<file path="src/rtl/rx_frame_ctrl_pkg.sv">
// ============================================================================
// Module      : rx_frame_ctrl_pkg
// Description : Shared state encoding and default sync marker for rx_frame_ctrl.
// Revision    : 1.0 - initial release
// ============================================================================
`default_nettype none

package rx_frame_ctrl_pkg;

    typedef enum logic [1:0] {
        HUNT    = 2'd0,
        LEN     = 2'd1,
        PAYLOAD = 2'd2
    } state_t;

    localparam logic [31:0] c_sync_word_default = 32'h1ACF_FC1D;

endpackage

`default_nettype wire

</file>
<file path="src/rtl/rx_frame_ctrl_popcount32.sv">
// ============================================================================
// Module      : popcount32
// Description : Combinational population count of a 32-bit vector.
// Revision    : 1.0 - initial release
// ============================================================================
`default_nettype none

module popcount32 (
    input  logic [31:0] i_data,
    output logic [5:0]  o_count
);

    always_comb begin
        o_count = '0;
        for (int i = 0; i < 32; i++) begin
            o_count = o_count + 6'(i_data[i]);
        end
    end

endmodule

`default_nettype wire

</file>
<file path="src/rtl/rx_frame_ctrl.sv">
// ============================================================================
// Module      : rx_frame_ctrl
// Description : Sync-marker hunt, length parse and payload byte assembly
//               with a one-deep output register and backpressure.
// Revision    : 1.0 - initial release
// ============================================================================
`default_nettype none

module rx_frame_ctrl
    import rx_frame_ctrl_pkg::*;
#(
    parameter logic [31:0] SYNC_WORD = c_sync_word_default,
    parameter int          MAX_ERR   = 2,
    parameter int          MAX_BYTES = 255
) (
    input  logic        clk,
    input  logic        rst,
    input  logic        in_valid,
    input  logic        in_data,
    output logic        in_ready,
    output logic        out_valid,
    output logic [7:0]  out_data,
    output logic        out_last,
    input  logic        out_ready,
    output logic        sync_hit,
    output logic        len_err,
    output logic [15:0] frame_cnt
);

    localparam logic [5:0] c_max_err   = 6'(MAX_ERR);
    localparam logic [8:0] c_max_bytes = 9'(MAX_BYTES);

    state_t      r_state;
    // The oldest of the 32 bits is shifted out before it is ever compared.
    logic [30:0] r_sr;
    logic [5:0]  r_fill;
    logic [7:0]  r_acc;
    logic [2:0]  r_bit_cnt;
    logic [7:0]  r_byte_cnt;
    logic        r_out_valid;
    logic        r_out_last;
    logic [7:0]  r_out_data;
    logic        r_sync_hit;
    logic        r_len_err;
    logic [15:0] r_frame_cnt;

    logic [31:0] w_cand;
    logic [5:0]  w_dist;
    logic        w_match;
    logic [7:0]  w_next_acc;
    logic        w_len_bad;
    logic        w_stall;
    logic        w_in_ready;
    logic        w_accept;
    logic        w_out_hs;

    assign w_cand = {r_sr, in_data};

    popcount32 u_popcount32 (
        .i_data  (w_cand ^ SYNC_WORD),
        .o_count (w_dist)
    );

    assign w_match    = (r_fill >= 6'd31) && (w_dist <= c_max_err);
    assign w_next_acc = {r_acc[6:0], in_data};
    assign w_len_bad  = (w_next_acc == 8'd0) || ({1'b0, w_next_acc} > c_max_bytes);
    // Only the byte-completing bit has to wait for the output register to free up.
    assign w_stall    = r_out_valid && !out_ready && (r_bit_cnt == 3'd7);
    assign w_in_ready = !rst && !((r_state == PAYLOAD) && w_stall);
    assign w_accept   = in_valid && w_in_ready;
    assign w_out_hs   = r_out_valid && out_ready;

    always_ff @(posedge clk) begin
        if (rst) begin
            r_state     <= HUNT;
            r_sr        <= '0;
            r_fill      <= '0;
            r_acc       <= '0;
            r_bit_cnt   <= '0;
            r_byte_cnt  <= '0;
            r_out_valid <= 1'b0;
            r_out_last  <= 1'b0;
            r_out_data  <= '0;
            r_sync_hit  <= 1'b0;
            r_len_err   <= 1'b0;
            r_frame_cnt <= '0;
        end else begin
            r_sync_hit <= 1'b0;
            r_len_err  <= 1'b0;

            if (w_out_hs) begin
                r_out_valid <= 1'b0;
                if (r_out_last) begin
                    r_frame_cnt <= r_frame_cnt + 16'd1;
                end
            end

            if (w_accept) begin
                case (r_state)
                    HUNT: begin
                        if (w_match) begin
                            r_sync_hit <= 1'b1;
                            r_state    <= LEN;
                            r_sr       <= '0;
                            r_fill     <= '0;
                            r_bit_cnt  <= '0;
                        end else begin
                            r_sr <= w_cand[30:0];
                            if (r_fill != 6'd32) begin
                                r_fill <= r_fill + 6'd1;
                            end
                        end
                    end
                    LEN: begin
                        r_acc     <= w_next_acc;
                        r_bit_cnt <= r_bit_cnt + 3'd1;
                        if (r_bit_cnt == 3'd7) begin
                            if (w_len_bad) begin
                                r_len_err <= 1'b1;
                                r_state   <= HUNT;
                            end else begin
                                r_byte_cnt <= w_next_acc;
                                r_state    <= PAYLOAD;
                            end
                        end
                    end
                    PAYLOAD: begin
                        r_acc     <= w_next_acc;
                        r_bit_cnt <= r_bit_cnt + 3'd1;
                        if (r_bit_cnt == 3'd7) begin
                            // Overrides the handshake clear above: back-to-back bytes, no bubble.
                            r_out_data  <= w_next_acc;
                            r_out_valid <= 1'b1;
                            r_out_last  <= (r_byte_cnt == 8'd1);
                            r_byte_cnt  <= r_byte_cnt - 8'd1;
                            if (r_byte_cnt == 8'd1) begin
                                r_state <= HUNT;
                            end
                        end
                    end
                    default: r_state <= HUNT;
                endcase
            end
        end
    end

    assign in_ready  = w_in_ready;
    assign out_valid = r_out_valid;
    assign out_data  = r_out_data;
    assign out_last  = r_out_last;
    assign sync_hit  = r_sync_hit;
    assign len_err   = r_len_err;
    assign frame_cnt = r_frame_cnt;

endmodule

`default_nettype wire

</file>
<file path="config.mk">
export PLATFORM = sky130hd
export DESIGN_NAME = rx_frame_ctrl
export DESIGN_NICKNAME = d
export VERILOG_FILES = /design/src/rtl/rx_frame_ctrl_pkg.sv /design/src/rtl/rx_frame_ctrl_popcount32.sv /design/src/rtl/rx_frame_ctrl.sv
export SDC_FILE = /design/constraint.sdc
export NUM_CORES = 1
export LEC_CHECK = 0
export ABC_AREA = 1
export ABC_CLOCK_PERIOD_IN_PS = 5300
export CORE_MARGIN = 8
export CORE_UTILIZATION = 35
export CTS_CLUSTER_DIAMETER = 200
export CTS_CLUSTER_SIZE = 16
export DETAILED_ROUTE_END_ITERATION = 10
export PLACE_DENSITY = 0.62
export SKIP_CTS_REPAIR_TIMING = 1
export SLEW_MARGIN = 20
export SYNTH_ARGS = -nofsm -noshare
export SYNTH_HDL_FRONTEND = slang
export SYNTH_SLANG_ARGS = --single-unit
export TNS_END_PERCENT = 50
</file>
<file path="constraint.sdc">
create_clock -name clk -period 5.3 [get_ports clk]
set_clock_uncertainty 0.2 [all_clocks]
set_input_delay 0.53 -clock clk [delete_from_list [all_inputs] [get_ports clk]]
set_output_delay 0.53 -clock clk [all_outputs]
set_load 0.02 [all_outputs]
</file>
==> reports/summary.txt <==
Status: complete, but fails checks
Failing checks: negative setup slack
Drc violations: 0
Setup_tns: -19.98 ns
Worst-Skew Late Latency: 0.35 ns
Non-Filler Instances: 860
Slowest stage cell, crit path: fa_1
PwrDens: 357 nW/um^2
Post-route clock period utilization: 110%
Post-DR vias/cell: 4.68
Static Leak: 2.41 nW
Ys Warns: 0
Post-DP HPWL: 7690 um
CTS buffer count: 9
Final Max Tran Viols: 0
CP arrival: 5.85 ns
Via count: 4,028
Top-count cell post-synth: nand2_1
EDFF count, synth: 0
Routed length per instance: 12.1 um
Setup slack after layout: -0.519 ns
Mapped cell area: 4670 um^2
Largest net degree at the start of global routing: 46
Maxcap violations: 0
CTS Sinks: 85
Htree depth: 3
WHS: 0.281 ns
GR Overflow Total: 0
Final instance area: 5810 um^2
Row cnt: 42
Core ar.: 13,100 um^2
Max clock buf depth: 2
Dpl ws: -1.24 ns
Worst IR drop on VDD: 0.000232 V
Synthesized area per cell: 7.47 um^2
Antenna cells: 0
Slowest stage delay, CP: 0.55 ns
Worst-path fanout max: 8
Tightest Pin Transition: 0.548 ns
Commonest cells post-synth: 119 x nand2_1, 102 x nor2_1, 90 x inv_1, 85 x dfxtp_1, 48 x o21ai_0
Max_slew headroom: 63.5%
Top cells by area, synth: dfxtp_1 36%, fa_1 10%, nand2_1 9.6%
Asr flop ratio synth: 0%
Top_reg_cell synth: dfxtp_1
Placement Cell Area: 5340 um^2
Final hold vios: 0
Die area: 17,300 um^2
Total GRT Usage: 12.5%
Register area share after synthesis: 36.4%
Tot Pwr: 2.08 mW
IO Port Bufs: 33
Final #Nets: 726
Synth area leader: dfxtp_1
Synth unique cells: 35
Clk root buf: clkbuf_16
Routability Congestion: 0.849
Cells after Synth: 625
Post-layout util: 44.3%
Worst-path clk slew: 0.06 ns
Placed cell count: 840
Syn_nets: 672
Starting Density: 35.5%
Max Fclk: 172 MHz
Critical path's most frequent cell: fa_1
Post-synthesis register bit count: 85
Hold Crit Class: reg -> reg
CP startpoint kind: input pin
DR iter-0 viols: 284
Post-route ant nets: 0
Min cycle time layout: 5.82 ns
Setup CP Type: in -> reg
Yosys top cell area share: 36.4%
I/O Pins: 34
Antenna violations before repair: 0
Total routed wirelength: 10,400 um
Vias in the first global route: 3,917
Layout area overhead: 24.5%
Die Ht: 132 um
First-pass GRT wire length: 18,200 um
Final setup violation count: 43
Setup crit end kind: register
Die Wd: 132 um
1st-pass router iterations: 5
CTS tree: built
Layout cells sized above 1: 13.3%
RSZ-0062 raised after global routing: yes
Required @ worst endpoint: 5.33 ns
[critical path: cells and delay by family]
family | cells | cell delay, ns
adder cells (fa/ha/maj) | 9 | 4.05
buffers and inverters | 8 | 0.55
AND/OR/NAND/NOR | 8 | 0.68
[sequential cells by signal, indices dropped and copies added, names as in the netlist]
signal and flops:
r_sr 31, sync_hit 1, r_state 2, r_bit_cnt 3, out_valid 1, len_err 1, r_acc 7, out_last 1
r_fill 6, out_data 8, r_byte_cnt 8, frame_cnt 16
[logic make-up (layout without fill, tap and decap cells)]
logic type,after synthesis,after routing,synth area share (%)
AO/OA/AOI/OAI,99,99,11.0
XOR/XNOR,2,2,0.375
adder cells (fa/ha/maj),42,42,15.1
buffers and inverters,111,170,9.94
flip-flops,85,85,36.4
AND/OR/NAND/NOR,286,286,27.1
[power breakdown]
group          switching [mW]  leakage, nW  internal, mW
logic                   0.422         1.57         0.340
registers             0.00967        0.689         0.653
clock network           0.259        0.149         0.393
total                   0.690         2.41          1.39
[worst paths after layout]
check	from	endpoint	slack, ns	cells past startpoint
setup reg to reg	r_sr[0]$_SDFFE_PP0P_	r_sr[24]$_SDFFE_PP0P_	-0.47	22
hold / removal	r_byte_cnt[7]$_SDFFE_PP0P_	r_byte_cnt[7]$_SDFFE_PP0P_	0.28	2
hold reg to reg	r_byte_cnt[7]$_SDFFE_PP0P_	r_byte_cnt[7]$_SDFFE_PP0P_	0.28	2
setup / recovery	in_data	r_sr[24]$_SDFFE_PP0P_	-0.52	25
[final cells by class]
class                   count  area, um^2
fillers                  1315        7320
multi-input cells         429        2610
flip-flops and latches     85        1700
repair buffers             61         607
inverters                  93         363
clock buffers              12         256
well taps                 176         220
clock inverters             4        55.1
[metal layers]
layer / track usage [%] / wire (um)
met2: 21.2 / 5040
met4: 4.40 / 169
met5: 0 / 0
met1: 14.5 / 4750
met3: 3.89 / 451
[placed cells by master, fill, tap and decap left out, drive strengths merged, types with 2 or more instances in the layout]
| cell type | instances |
|---|---|
| buf | 28 |
| fa | 24 |
| dfxtp | 85 |
| o21ai | 60 |
| inv | 91 |
| clkinv | 4 |
| nand3 | 37 |
| nor3 | 5 |
| nor2 | 111 |
| nand4 | 6 |
| clkbuf | 13 |
| ha | 18 |
| a21oi | 37 |
| nand2 | 123 |
| clkdlybuf4s50 | 32 |
| xor2 | 2 |
Note: power is estimated with default switching activity, not from simulation.
